--- src/rtl/vga_bitgen.sv ---
// Pixel generator for an 80x60 grid of 8x8 tiles, placed behind the VGA timing controller.
// Tile map and glyph ROM lookups run in a fixed 3-cycle pipeline. Frame-synchronous colour registers feed that pipeline.
module vga_bitgen #(
    parameter int         COLS     = 80,
    parameter int         ROWS     = 60,
    parameter logic [7:0] FG_RESET = 8'hFF,
    parameter logic [7:0] BG_RESET = 8'h00
) (
    input  logic        clock,
    input  logic        clear,
    input  logic [9:0]  hCount,
    input  logic [9:0]  vCount,
    input  logic        bright,
    input  logic        hSync,
    input  logic        vSync,
    output logic [12:0] tileAddr,
    output logic        tileRe,
    input  logic [7:0]  tileData,
    output logic [9:0]  glyphAddr,
    input  logic [7:0]  glyphData,
    input  logic        colorWe,
    input  logic [15:0] colorData,
    output logic        colorPending,
    output logic [7:0]  rgb,
    output logic        hSyncOut,
    output logic        vSyncOut,
    output logic        brightOut
);

    logic [6:0]  tile_row;
    logic [6:0]  tile_col;
    logic [12:0] tile_addr_calc;
    logic        tile_in_range;

    logic [12:0] tile_addr_q, tile_addr_d;
    logic        tile_re_q, tile_re_d;
    logic        s0_bright_q, s0_hsync_q, s0_vsync_q;
    logic [2:0]  s0_col_q, s0_prow_q;

    logic        s1_bright_q, s1_hsync_q, s1_vsync_q;
    logic [2:0]  s1_col_q, s1_prow_q;

    logic        s2_bright_q, s2_hsync_q, s2_vsync_q, s2_invert_q;
    logic [2:0]  s2_col_q;

    logic [7:0]  rgb_q, rgb_d;
    logic        hsync_out_q, vsync_out_q, bright_out_q;
    logic        pixel_bit;

    logic [7:0]  fg_q, fg_d, bg_q, bg_d;
    logic [7:0]  pend_fg_q, pend_fg_d, pend_bg_q, pend_bg_d;
    logic        pending_q, pending_d;
    logic        commit;

    // The row*COLS product becomes shift-add for 80 columns. The range guard prevents reads past the end of the map.
    always_comb begin
        tile_row       = vCount[9:3];
        tile_col       = hCount[9:3];
        tile_addr_calc = 13'(tile_row) * 13'(COLS) + 13'(tile_col);
        tile_in_range  = (int'(tile_row) < ROWS) && (int'(tile_col) < COLS);
        tile_addr_d    = tile_addr_q;
        tile_re_d      = 1'b0;
        if (bright && tile_in_range) begin
            tile_re_d   = 1'b1;
            tile_addr_d = tile_addr_calc;
        end
    end

    assign glyphAddr = s1_bright_q ? {tileData[6:0], s1_prow_q} : 10'd0;

    always_comb begin
        pixel_bit = glyphData[3'd7 - s2_col_q] ^ s2_invert_q;
        rgb_d     = 8'h00;
        if (s2_bright_q) begin
            rgb_d = pixel_bit ? fg_q : bg_q;
        end
    end

    // The commit point is the vSync falling edge, which falls inside vertical blanking.
    // If a write arrives in that same cycle, it refills the pending slot after the old value is committed.
    always_comb begin
        commit    = s0_vsync_q && !vSync && pending_q;
        fg_d      = fg_q;
        bg_d      = bg_q;
        pend_fg_d = pend_fg_q;
        pend_bg_d = pend_bg_q;
        pending_d = pending_q;
        if (commit) begin
            fg_d      = pend_fg_q;
            bg_d      = pend_bg_q;
            pending_d = 1'b0;
        end
        if (colorWe) begin
            pend_fg_d = colorData[15:8];
            pend_bg_d = colorData[7:0];
            pending_d = 1'b1;
        end
    end

    always_ff @(posedge clock or negedge clear) begin
        if (!clear) begin
            tile_addr_q  <= 13'd0;
            tile_re_q    <= 1'b0;
            s0_bright_q  <= 1'b0;
            s0_hsync_q   <= 1'b1;
            s0_vsync_q   <= 1'b1;
            s0_col_q     <= 3'd0;
            s0_prow_q    <= 3'd0;
            s1_bright_q  <= 1'b0;
            s1_hsync_q   <= 1'b1;
            s1_vsync_q   <= 1'b1;
            s1_col_q     <= 3'd0;
            s1_prow_q    <= 3'd0;
            s2_bright_q  <= 1'b0;
            s2_hsync_q   <= 1'b1;
            s2_vsync_q   <= 1'b1;
            s2_col_q     <= 3'd0;
            s2_invert_q  <= 1'b0;
            rgb_q        <= 8'h00;
            hsync_out_q  <= 1'b1;
            vsync_out_q  <= 1'b1;
            bright_out_q <= 1'b0;
            fg_q         <= FG_RESET;
            bg_q         <= BG_RESET;
            pend_fg_q    <= FG_RESET;
            pend_bg_q    <= BG_RESET;
            pending_q    <= 1'b0;
        end else begin
            tile_addr_q  <= tile_addr_d;
            tile_re_q    <= tile_re_d;
            s0_bright_q  <= bright;
            s0_hsync_q   <= hSync;
            s0_vsync_q   <= vSync;
            s0_col_q     <= hCount[2:0];
            s0_prow_q    <= vCount[2:0];
            s1_bright_q  <= s0_bright_q;
            s1_hsync_q   <= s0_hsync_q;
            s1_vsync_q   <= s0_vsync_q;
            s1_col_q     <= s0_col_q;
            s1_prow_q    <= s0_prow_q;
            s2_bright_q  <= s1_bright_q;
            s2_hsync_q   <= s1_hsync_q;
            s2_vsync_q   <= s1_vsync_q;
            s2_col_q     <= s1_col_q;
            s2_invert_q  <= tileData[7];
            rgb_q        <= rgb_d;
            hsync_out_q  <= s2_hsync_q;
            vsync_out_q  <= s2_vsync_q;
            bright_out_q <= s2_bright_q;
            fg_q         <= fg_d;
            bg_q         <= bg_d;
            pend_fg_q    <= pend_fg_d;
            pend_bg_q    <= pend_bg_d;
            pending_q    <= pending_d;
        end
    end

    assign tileAddr     = tile_addr_q;
    assign tileRe       = tile_re_q;
    assign rgb          = rgb_q;
    assign hSyncOut     = hsync_out_q;
    assign vSyncOut     = vsync_out_q;
    assign brightOut    = bright_out_q;
    assign colorPending = pending_q;

endmodule
--- config.mk ---
export PLATFORM = sky130hd
export DESIGN_NAME = vga_bitgen
export DESIGN_NICKNAME = d
export VERILOG_FILES = /design/src/rtl/vga_bitgen.sv
export SDC_FILE = /design/constraint.sdc
export NUM_CORES = 1
export LEC_CHECK = 0
export ABC_AREA = 0
export BUFFER_PORTS_ARGS = -buffer_cell sky130_fd_sc_hd__buf_4
export CORE_AREA = 2 2 84 86
export CTS_CLUSTER_SIZE = 40
export DETAILED_ROUTE_END_ITERATION = 12
export DIE_AREA = 0 0 86 88
export PLACE_DENSITY = 0.88
export SYNTH_ARGS = -nofsm -noshare
export SYNTH_HDL_FRONTEND = slang
export SYNTH_SLANG_ARGS = --single-unit
--- constraint.sdc ---
create_clock -name clock -period 2.26 [get_ports clock]
set_input_delay 0.113 -clock clock [delete_from_list [all_inputs] [get_ports clock]]
set_output_delay 0.113 -clock clock [all_outputs]
set_load 0.1 [all_outputs]
==> run metrics <==
Worst-Margin Slew 0.978 ns; most common cell in the netlist dfrtp_1; Clock Skews 0.0107 ns; Area contributors post-synth dfrtp_1 44%, dfstp_2 19%, mux2_2 11%, ha_1 4.8%, nand2_1 3.4%; CP cell instances buf_4 > ha_1 > ha_1 > fa_1 > xor2_1 > nand2_1 > nor4bb_1 > xnor2_1 > o21ai_0; post-CTS setup repair buffer count 0; CTS buffer count 9; Syn Nets 306; Netlist cell types 33; Seq cells post-synth 83; Synth top area share 44.0%; Clock Pin Slew Worst Setup and Hold Paths 0.07 ns; min-delay src colorData[7]; global placement routability congestion 0.837; core area 0.00664 sq mm; R2R depth 5; Post-Synthesis Mean Instance Area 14.4 sq um; Clk Latency, worst-skew pair 0.34 ns; Post-Layout Cell Count 447; run status completed; TritonRoute pass-1 iters 4; Chip Width 86 um; Cells after DPL 404; worst path bufs/invs 1; CP arrival 2.18 ns; Hold WC Path Type in -> reg; vias in the first global route 2376; row cnt 30; Mapped Cells 233; final hold slack 0.0224 ns; nature of the critical path endpoint register; Worst path max stage delay 0.41 ns; DP Wirelength 4.51 mm; Setup WS post-layout 0.293 ns; min cycle time layout 1.97 ns; CTS tree yes; final-report setup violation count 0; FFs w/ async S/R, synth 100%; Starting Density 50.5%; Total Routing Usage GR 18.9%; period utilization 87.1%; Max Fclk 0.508 GHz; RSZ-0062 raised after global routing false; Post-Syn Area 0.00336 sq mm; Die Area 0.00757 sq mm; Post-layout nets 435; hold path cells 2; worst-path maximum fanout 3; Iteration-0 DRC Markers 34; Routed Wire Length 6.56 mm; critical path required time 2.48 ns; Critical Path Source Type input pin; largest area contributor in the netlist dfrtp_1; Hold Path End pend_bg_q[7]$_DFFE_PN0P_; pre-CTS setup slack -0.0155 ns; largest net degree at the start of global routing 84; slew margin rel. 34.8%; P_leak 0.00220 uW; Slew Viols, Final 0; IO Pins 94; Avg Vias per Cell 4.95; EDFF count, synth 0; clock tree buffer depth 2; global-route wire length before repair 11.0 mm; Inserted Diodes 0; total of max-cap violations 0; Port Buffers 93; CTS Sinks 83; Synth Warn # 0; DRC 0; Root Buffer clkbuf_8; post-route ant nets 0; most used cell, CP ha_1; reg-to-reg startpoint s2_col_q[0]$_DFF_PN0_; FF-to-FF setup slack 0.33 ns; Post-CTS Resized 0; CP max stage cell fa_1; H-tree Lvls 3; synth cell count leaders 59 x dfrtp_1, 32 x mux2_2, 30 x nand2_1; peak supply drop 407 uV; Avg WL per Cell 14.7 um; final hold vios 0; Area Overhead vs Synth 38.2%; dominant synthesized flop cell dfrtp_1; share of cells above drive strength 1 45.8%; delay-heaviest family, CP adder cells; chip height 88 um; P per Cell Area 942 mW/mm^2; Congestion Overflow GR 0; setup_tns 0 ns; RR Endpoint rgb[4]$_DFF_PN0_; Seq/Total Area, Yosys 62.7%; vias post-DR 2214; initial antenna violation count 0; Setup CP Type in -> reg
==> stage by stage <==
| stage | util (%) | total power (uW) | instance area (sq um) |
|---|---|---|---|
| finish | 69.9 | 4370 | 4640 |
| global route | 69.9 | 4580 | 4640 |
| CTS | 69.6 | 4420 | 4620 |
| detailed placement | 62.6 | 3250 | 4160 |
| global placement | 62.6 | 3210 | 4160 |
| floorplan | - | 2870 | 3360 |
==> routing by layer <==
layer	share of wire [%]	up-vias	track usage, %
met4	0.50	0	5.48
met2	53	75	33.1
li1	-	1061	-
met5	0	-	0
met3	6.8	4	6.41
met1	40	1074	22.2
==> sequential cells by signal, indices dropped and copies added (netlist names), 3 cells and up <==
register   flops
s1_prow_q      3
s0_col_q       3
s0_prow_q      3
fg_q           8
pend_fg_q      8
rgb            8
s2_col_q       3
s1_col_q       3
bg_q           8
pend_bg_q      8
tileAddr      13
==> what timing repair did <==
action | CTS | global route
setup endpoints to repair | 0 | 0
hold buffers | 25 | 2
endpoints found under the hold margin | 83 | 2
==> area by class of cell <==
class	count	area (sq um)
Clock inverter	5	80.1
Inverter	1	3.75
Sequential cell	83	2110
Clock buffer	11	131
Timing Repair Buffer	123	991
Tap cell	80	100
Multi-Input combinational cell	144	1230
Fill cell	469	2000
==> report_power, final <==
| part | switching [uW] | internal, uW | total, uW |
|---|---|---|---|
| registers | 100 | 1730 | 1830 |
| clock network | 497 | 622 | 1120 |
| logic | 993 | 433 | 1430 |
==> worst max-delay path by stage <==
stage	endpoint	start	cells after the start
5_1_grt	tileAddr[11]$_DFFE_PN0P_	vCount[4]	9
2_1_floorplan	bg_q[0]$_DFFE_PN0P_	colorPending$_DFFE_PN0P_	3
3_3_place_gp	tileAddr[11]$_DFFE_PN0P_	vCount[4]	9
3_5_place_dp	tileAddr[11]$_DFFE_PN0P_	vCount[4]	9
6_report	tileAddr[11]$_DFFE_PN0P_	vCount[4]	9
4_1_cts	rgb[4]$_DFF_PN0_	s2_col_q[0]$_DFF_PN0_	5
==> cell families (layout without fill, tap and decap cells) <==
group / Yosys count / after routing / synth area share, %
XOR/XNOR: 8 / 8 / 2.65
AND/OR/NAND/NOR: 59 / 59 / 8.83
buffers and inverters: 6 / 140 / 0.671
AO/OA/AOI/OAI: 19 / 19 / 3.73
multiplexers: 43 / 43 / 15.4
flip-flops: 83 / 83 / 62.7
adder cells (fa/ha/maj): 15 / 15 / 6.04
==> layout by cell type (no fill, tap or decap), types with 2 or more instances in the layout <==
master / netlist / final
dfstp_2: 24 / 24
fa_1: 2 / 2
clkinvlp_4: 0 / 2
xor2_1: 3 / 3
and2_1: 10 / 10
o31ai_1: 2 / 2
mux2i_1: 8 / 8
mux2_2: 32 / 32
clkbuf_1: 5 / 2
mux4_1: 2 / 2
o21ai_0: 7 / 7
xnor2_1: 4 / 4
nor2_1: 2 / 2
nand2_1: 30 / 30
clkbuf_8: 0 / 9
dlygate4sd3_1: 0 / 27
buf_4: 0 / 96
bufinv_16: 0 / 2
a21o_1: 3 / 3
a21oi_1: 2 / 2
ha_1: 13 / 13
dfrtp_1: 59 / 59
nor2b_1: 10 / 10
No activity file was read; power rests on OpenSTA's default activity.
